**src/rtl/parking_pkg.sv**
```systemverilog
// parking_pkg: shared state encoding and default limits for the parking gate controller
package parking_pkg;
  typedef enum logic [3:0] {
    IDLE, EN_A, EN_AB, EN_B, EX_B, EX_BA, EX_A, DENY, CLEAR
  } state_t;
  localparam int CAPACITY_DEF = 200;
  localparam int TIMEOUT_DEF  = 1000;
  function automatic logic gate_state(state_t s);
    return s inside {EN_A, EN_AB, EN_B, EX_B, EX_BA, EX_A};
  endfunction
endpackage

```
**src/rtl/parking_sensor_sync.sv**
```systemverilog
// parking_sensor_sync: two-flop synchroniser for one beam sensor, plus optional debounce
// Ports: clk, reset (async active-low), raw (asynchronous sensor), filt (clean level)
// Debounce only when PARK_DEBOUNCE_EN is defined; filt then follows after DEBOUNCE_CYC equal samples.
module parking_sensor_sync
`ifdef PARK_DEBOUNCE_EN
  #(parameter int DEBOUNCE_CYC = 4)
`endif
(
  input  logic clk,
  input  logic reset,
  input  logic raw,
  output logic filt
);
  logic s1, s2;
  always_ff @(posedge clk or negedge reset)
    if (!reset) {s2, s1} <= 2'b00;
    else        {s2, s1} <= {s1, raw};
`ifdef PARK_DEBOUNCE_EN
  localparam int DW = $clog2(DEBOUNCE_CYC + 1);
  logic [DW-1:0] cnt;
  logic f;
  // any sample that agrees with the held level restarts the run, so short glitches never commit
  always_ff @(posedge clk or negedge reset)
    if (!reset) begin
      cnt <= '0;
      f   <= 1'b0;
    end else if (s2 == f) cnt <= '0;
    else if (cnt == DW'(DEBOUNCE_CYC - 1)) begin
      f   <= s2;
      cnt <= '0;
    end else cnt <= cnt + 1'b1;
  assign filt = f;
`else
  assign filt = s2;
`endif
endmodule

```
**src/rtl/parking_gate_ctrl.sv**
```systemverilog
// parking_gate_ctrl: decodes beam order into entry/exit pulses and drives the barrier gate
// Ports: clk, reset (async active-low), a/b (outer/inner beams, async), count (occupancy),
//        inc/dec/deny (one-cycle pulses), gate_open, full (count >= CAPACITY, registered), busy
// Optional: PARK_DEBOUNCE_EN adds a DEBOUNCE_CYC-sample filter behind each synchroniser.
module parking_gate_ctrl
  import parking_pkg::*;
#(
  parameter int CNT_W       = 8,
  parameter int CAPACITY    = CAPACITY_DEF,
  parameter int TIMEOUT_CYC = TIMEOUT_DEF
`ifdef PARK_DEBOUNCE_EN
  , parameter int DEBOUNCE_CYC = 4
`endif
) (
  input  logic             clk,
  input  logic             reset,
  input  logic             a,
  input  logic             b,
  input  logic [CNT_W-1:0] count,
  output logic             inc,
  output logic             dec,
  output logic             gate_open,
  output logic             full,
  output logic             deny,
  output logic             busy
);
  localparam int TW = $clog2(TIMEOUT_CYC + 1);
  logic sa, sb;
  logic [1:0] ab;
  state_t state, nxt;
  logic [TW-1:0] tmr;
  logic hit, nxt_inc, nxt_dec, nxt_deny;
`ifdef PARK_DEBOUNCE_EN
  parking_sensor_sync #(.DEBOUNCE_CYC(DEBOUNCE_CYC)) u_sync_a (.clk(clk), .reset(reset), .raw(a), .filt(sa));
  parking_sensor_sync #(.DEBOUNCE_CYC(DEBOUNCE_CYC)) u_sync_b (.clk(clk), .reset(reset), .raw(b), .filt(sb));
`else
  parking_sensor_sync u_sync_a (.clk(clk), .reset(reset), .raw(a), .filt(sa));
  parking_sensor_sync u_sync_b (.clk(clk), .reset(reset), .raw(b), .filt(sb));
`endif
  assign ab   = {sa, sb};
  assign hit  = tmr == TW'(TIMEOUT_CYC);
  assign busy = state != IDLE;
  always_comb begin
    nxt = state;
    unique case (state)
      IDLE: case (ab)
        2'b10:   nxt = full ? DENY : EN_A;
        2'b01:   nxt = EX_B;
        2'b11:   nxt = CLEAR;
        default: nxt = IDLE;
      endcase
      EN_A:    nxt = ab == 2'b11 ? EN_AB : ab == 2'b00 ? IDLE  : EN_A;
      EN_AB:   nxt = ab == 2'b01 ? EN_B  : ab == 2'b10 ? EN_A  : EN_AB;
      EN_B:    nxt = ab == 2'b00 ? IDLE  : ab == 2'b11 ? EN_AB : EN_B;
      EX_B:    nxt = ab == 2'b11 ? EX_BA : ab == 2'b00 ? IDLE  : EX_B;
      EX_BA:   nxt = ab == 2'b10 ? EX_A  : ab == 2'b01 ? EX_B  : EX_BA;
      EX_A:    nxt = ab == 2'b00 ? IDLE  : ab == 2'b11 ? EX_BA : EX_A;
      default: nxt = ab == 2'b00 ? IDLE  : state;
    endcase
    // CLEAR is exempt so a saturated timer cannot pin it away from IDLE
    if (hit && !(state inside {IDLE, CLEAR})) nxt = CLEAR;
    nxt_inc  = state == EN_B && nxt == IDLE;
    nxt_dec  = state == EX_A && nxt == IDLE && count != '0;
    nxt_deny = state == IDLE && nxt == DENY;
  end
  always_ff @(posedge clk or negedge reset)
    if (!reset) begin
      state     <= IDLE;
      tmr       <= '0;
      inc       <= 1'b0;
      dec       <= 1'b0;
      deny      <= 1'b0;
      gate_open <= 1'b0;
      full      <= 1'b0;
    end else begin
      state     <= nxt;
      tmr       <= nxt != state ? '0 : (state != IDLE && !hit) ? tmr + 1'b1 : tmr;
      inc       <= nxt_inc;
      dec       <= nxt_dec;
      deny      <= nxt_deny;
      gate_open <= gate_state(nxt);
      full      <= 32'(count) >= 32'(CAPACITY);
    end
endmodule
```
**config.mk**
```make
export PLATFORM = sky130hd
export DESIGN_NAME = parking_gate_ctrl
export DESIGN_NICKNAME = d
export VERILOG_FILES = /design/src/rtl/parking_pkg.sv /design/src/rtl/parking_sensor_sync.sv /design/src/rtl/parking_gate_ctrl.sv
export SDC_FILE = /design/constraint.sdc
export NUM_CORES = 1
export LEC_CHECK = 0
export CAP_MARGIN = 25
export CORE_MARGIN = 2
export CORE_UTILIZATION = 40
export DETAILED_ROUTE_END_ITERATION = 16
export GPL_TIMING_DRIVEN = 0
export PLACE_DENSITY_LB_ADDON = 0.3
export SLEW_MARGIN = 15
export SYNTH_ARGS = -nofsm -noshare
export SYNTH_HDL_FRONTEND = slang
export SYNTH_HIERARCHICAL = 1
export SYNTH_SLANG_ARGS = --single-unit
```
**constraint.sdc**
```tcl
create_clock -name clk -period 2.1 [get_ports clk]
set_input_delay 0.315 -clock clk [delete_from_list [all_inputs] [get_ports clk]]
set_output_delay 0.315 -clock clk [all_outputs]
set_load 0.01 [all_outputs]
```
==> results.toml, run 1 <==
[outcome]
result_of_the_run = "completed"

[timing]
finalWorstPathRequiredPeriod_ps = 2070
period_share = 0.984
clock.fmax_ghz = 0.484
finalHoldViolations = 0
slew_violations = 0
clock_skew_ps = 4.69
worstMarginPinSlew_ps = 513
unrepaired_setup_endpoints_after_global_routing = "yes"
timing.slew.headroom = 0.656
fin_worst_hold_slack_ps = 301
final-setup-viol-count = 0

[cells_and_area]
layout-area-overhead-vs-synth_pct = 34.3
fin_util = 0.552
combined_area_of_the_multi_input_logic_cells_um2 = 846
finalInstanceArea_um2 = 1810
layout.nets = 188
sequential_cell_area_um2 = 578
post_route_cells_drive_above_1_share = 0.243
layout.filler_cells = 288
mostFrequentLayoutCells = "dfrtp_1, clkdlybuf4s50_1, nor2_1"
number_of_diodes = 0
mostFrequentLayoutCell = "dfrtp_1"

[floorplan]
floorplan.initialDensity = 0.411
rows = 21
design.die.area_um2 = 3860
top_level_ports = 18
floorplan.die.width_um = 62.1
core_area_um2 = 3280
die_height_um = 62.1

[critical_path]
critical_setup_path_kind = "flip-flop to output port"
cp_cell_sequence = "or4_1 > buf_2 > dlygate4sd2_1"
worst_r2r_startpoint = "u_sync_a/filt"
critical_path.max_fanout = 7
critPathSlowestCell = "dfrtp_2"
rrSetupSlack_ps = 50
cp.buffers_inverters = 2
cp-start-kind = "flip-flop"
critical_path.top_delay_family = "buffers and inverters"
crit_path_end_kind = "output port"
r2r_end = "tmr[6]"
r2r.worst_path.cells = 7
max_stage_delay_ps = 480
worst-endpoint-arrival_ps = 1750
critical_path_required_ps = 1780

[drt]
first_pass_iters = 4
wl_per_cell_um = 13.9
initialDrtViolationCount = 65
wire_length_reported_by_the_detailed_router_um = 2980
drcViolationCount = 0
detailroute.via_count = 1152
avgViaCountPerCell = 5.36
drt.antenna.violating_nets = 0

[synth]
yosysTopAreaCellShare = 0.426
count_of_flip_flops_with_a_built_in_enable_after_synthesis = 0
netlist_top_cells_area = "dfrtp_1, ha_1, nor2_1"
post-synth-top-area-cell = "dfrtp_1"
netlist_area_um2 = 1350
number_of_distinct_library_cells_after_synthesis = 44
fraction_of_the_yosys_area_taken_by_sequential_cells = 0.426
synth-seq-cells = 23
synth.avg_cell_area_um2 = 9.64
asyncSetResetFlopFracSynth = 1.00
synth_ff_type = "dfrtp_1"
cell_count_after_synthesis = 140
yosys_warnings = 6
postSynthNetCount = 158

[clock_network]
cts.sinks = 23
clk_pin_slew_ps = 130
htree_levels = 1
cts.path.max_buffers = 2
root_buffer = "clkbuf_4"
cts_tree = "built"
inserted_clock_buffers = 3
clock_latency_late_sink_ps = 310

[global_routing]
grt_use_total = 0.182
grt_pass1_vias = 1126
grt_first_pass_wirelength_um = 5070
maximum_number_of_pins_on_one_net_before_global_route_repair = 24
antenna_found_initial = 0
gr-total-overflow = 0

[flow_run]
cap_violations = 0

[placed_design]
port_buffers = 17
dpl-instance-area_um2 = 1580
place.detailed.hpwl_um = 2000
routabilityCongestion = 0.842

[power]
p_leak_nw = 0.765
vdd_ir_drop_max_mv = 0.474
power_density_nw_per_um2 = 1070

[worst_hold_path]
worst_hold_path_type = "input port to asynchronous set/reset pin"
==> routing by layer <==
| layer | wire length, µm | GRT usage | vias to the layer above |
|---|---|---|---|
| li1 | - | - | 553 |
| met1 | 1320 | 0.227 | 568 |
| met2 | 1500 | 0.320 | 27 |
| met3 | 126 | 0.0373 | 4 |
| met4 | 38 | 0.0456 | 0 |
| met5 | 0 | 0 | - |
==> repair_timing <==
action,CTS,global route
hold buffers,0,0
hold endpoints to repair,0,0
setup buffers,4,2
resized for setup,13,15
setup endpoints to repair,11,13
pin swaps,7,15
gates cloned,1,0
==> how the worst max path moves through the flow <==
| stage | slack, ps | end | startpoint | depth (start not counted) |
|---|---|---|---|---|
| floorplan | 200 | tmr[0] | u_sync_a/filt | 7 |
| global placement | -40 | tmr[0] | state[1] | 7 |
| detailed placement | -80 | tmr[1] | state[1] | 7 |
| CTS | 0.7 | tmr[1] | u_sync_a/filt | 8 |
| global route | -60 | tmr[6] | u_sync_a/filt | 7 |
| finish | 30 | busy | state[1] | 3 |
==> worst reg2reg max path, cell delays in order, from the launching register on <==
cell      delay (ps)
dfrtp_2          460
ha_4             180
o211a_1          210
a311oi_2         310
a31oi_4          170
a22o_4           280
o211ai_4         260
nor2_1            70
==> registers in the layout, indices dropped and copies added (netlist names) <==
name and flops:
full 1, u_sync_b/filt 1, dec 1, inc 1, tmr 10, gate_open 1, u_sync_b/s1 1, state 4
u_sync_a/filt 1, deny 1, u_sync_a/s1 1
==> Yosys cell counts, types with 2 or more instances <==
cell type and n:
xnor2_1 5, nor3_1 7, nor2b_1 4, nor3b_1 4, nand2_1 9, or4_1 2
xor2_1 3, nor2_1 17, inv_1 8, ha_1 6, dfrtp_1 23, mux2i_1 2
nor4_1 2, o21ai_0 3, buf_4 2, and3_1 3, or3_1 2, a21oi_1 8
nand3_1 4, buf_2 2
==> where the power goes <==
group	internal (mW)	switching (mW)	total [mW]
Clock	0.0742	0.131	0.206
Combinational	0.492	0.664	1.16
Sequential	0.515	0.0672	0.582
==> cell families (layout without fill, tap and decap cells) <==
family	after synthesis	after routing	share of synthesized area
muxes	2	2	0.0148
buffers and inverters	14	42	0.0463
AOI/OAI and AO/OA	22	23	0.118
adders and majority gates	6	6	0.0556
and+or+nand+nor	64	64	0.275
DFF	23	23	0.426
xor gates and xnor gates	9	9	0.0640
==> stage by stage <==
stage,setup WS [ps],power [mW],std cells,TNS (ps)
final,33.2,1.94,215,0
after global routing,-58.3,2.09,215,-423
after CTS,0.720,1.84,212,0
after detailed placement,-79.8,1.46,203,-679
after global placement,-44.1,1.43,203,-388
after floorplan,202,1.22,140,0
==> cell type report <==
class,count,area share
plain buffers,5,0.0166
clock buffers,4,0.0145
inverters,9,0.0186
multi-input cells,104,0.467
flip-flops and latches,23,0.319
well taps,46,0.0317
repair buffers,24,0.133
No activity file was read; power rests on OpenSTA's default activity.
==> run 2: changes to the inputs <==
- HOLD_SLACK_MARGIN: not set -> 0.1
==> results of run 2 <==
The final DEF is identical to that of run 1; final timing and power are the same.
==> run 3: changes to the inputs <==
- SKIP_LAST_GASP: not set -> 1
==> results.toml, run 3 (synthesized netlist as in run 1, its figures left out) <==
[cells_and_area]
mostFrequentLayoutCell = "dfrtp_1"
fin_util = 0.548
mostFrequentLayoutCells = "dfrtp_1, clkdlybuf4s50_1, nor2_1"
post_route_cells_drive_above_1_share = 0.234
layout.nets = 186
stdcell_count = 213
layout-area-overhead-vs-synth_pct = 33.3
biggestRegsByFlops = "tmr (10), state (4)"
flip_flop_count_of_the_largest_register_all_copies_and_words_added = 10
number_of_diodes = 0
register_containing_the_most_flip_flops_in_the_final_layout = "tmr"

[timing]
final-setup-viol-count = 0
worst_slack_ps = 42.7
timing.slew.headroom = 0.648
unrepaired_setup_endpoints_after_global_routing = "yes"
fin_worst_hold_slack_ps = 301
clock.fmax_ghz = 0.486
finalWorstPathRequiredPeriod_ps = 2060
period_share = 0.980
finalHoldViolations = 0
worstMarginPinSlew_ps = 525
slew_violations = 0
clock_skew_ps = 7.36

[critical_path]
critical_path.max_fanout = 5
worst-endpoint-arrival_ps = 2260
crit_path_end_kind = "flip-flop"
critical_setup_path_kind = "flip-flop to flip-flop"
cp-start-kind = "flip-flop"
critical_path_required_ps = 2300

[outcome]
result_of_the_run = "completed"

[clock_network]
inserted_clock_buffers = 3
post_cts_hold_buffer_count = 0
cts.path.max_buffers = 2
cts_tree = "built"
cts.sinks = 23
clk_pin_slew_ps = 130
htree_levels = 1
root_buffer = "clkbuf_4"
clock_latency_late_sink_ps = 310

[placed_design]
port_buffers = 17
place.detailed.hpwl_um = 2000
dpl.cell_count = 203
dpl_worst_slack_ps = -79.8
routabilityCongestion = 0.842

[floorplan]
design.die.area_um2 = 3860
floorplan.die.width_um = 62.1
core_area_um2 = 3280
floorplan.initialDensity = 0.411
rows = 21
die_height_um = 62.1
top_level_ports = 18

[flow_run]
cap_violations = 0

[drt]
avgViaCountPerCell = 5.38
initialDrtViolationCount = 56
wire_length_reported_by_the_detailed_router_um = 2960
drt.antenna.violating_nets = 0
detailroute.via_count = 1145
drcViolationCount = 0
first_pass_iters = 4
wl_per_cell_um = 13.9

[global_routing]
grt_use_total = 0.182
antenna_found_initial = 0
gr-total-overflow = 0
grt_pass1_vias = 1126
maximum_number_of_pins_on_one_net_before_global_route_repair = 24
grt_first_pass_wirelength_um = 5070

[power]
power_density_nw_per_um2 = 1070
p_leak_nw = 0.756
vdd_ir_drop_max_mv = 0.473

[worst_hold_path]
worst_hold_path_type = "input port to asynchronous set/reset pin"
run 3: cell types whose count changed in the layout (fill, tap and decap cells not counted):
cell / change
or4_1: -1
or4_4: +1
buf_4: -1
buf_2: -1
nor3b_1: +1
nor3b_2: -1
run 3: path summary, 6_finish.rpt:
kind                               start             to  slack, ps  cells past startpoint
setup / recovery           u_sync_a/filt         tmr[6]         40                      7
max in group asynchronous          reset       state[1]       1360                      2
setup reg to reg           u_sync_a/filt         tmr[6]         40                      7
hold reg to reg              u_sync_a/s1  u_sync_a/filt        360                      0
min in group clk             u_sync_a/s1  u_sync_a/filt        360                      0
hold / removal                     reset            dec        300                      1
run 3: power by group:
group	internal [mW]	switching, mW
combinational	0.479	0.655
clock	0.0741	0.130
sequential	0.515	0.0710
total	1.07	0.856
run 3: area by class of cell:
cell class                      count  area [µm²]
Inverter                            9        33.8
Clock buffer                        4        26.3
Tap cell                           46        57.6
Buffer                              4        25.0
Multi-Input combinational cell    104         845
Sequential cell                    23         578
Timing Repair Buffer               23         234
Fill cell                         288        1490
run 3: metal layers:
| layer | part of all wire | global-route usage |
|---|---|---|
| met4 | 0.013 | 0.0456 |
| met3 | 0.036 | 0.0373 |
| met2 | 0.50 | 0.320 |
| met5 | 0 | 0 |
| met1 | 0.45 | 0.227 |
run 3: per-stage QoR:
step / area (µm²) / power, mW / TNS [ps]
floorplan: 1350 / 1.22 / 0
global placement: 1580 / 1.43 / -388
detailed placement: 1580 / 1.46 / -679
CTS: 1700 / 1.83 / -0.983
global route: 1800 / 2.07 / -427
finish: 1800 / 1.92 / 0
run 3: critical path, cell delays in order, from the launching register on:
cell	delay (ps)
dfrtp_2	460
ha_4	180
o211a_1	210
a311oi_2	310
a31oi_4	180
a22o_4	280
o211ai_4	260
nor2_1	70
run 3: repair_timing:
item	4_1_cts	5_1_grt
pin swaps	7	14
endpoints found under the setup margin	11	13
cloned	1	0
buffers inserted	4	1
hold endpoints to repair	0	0
resized for setup	12	14
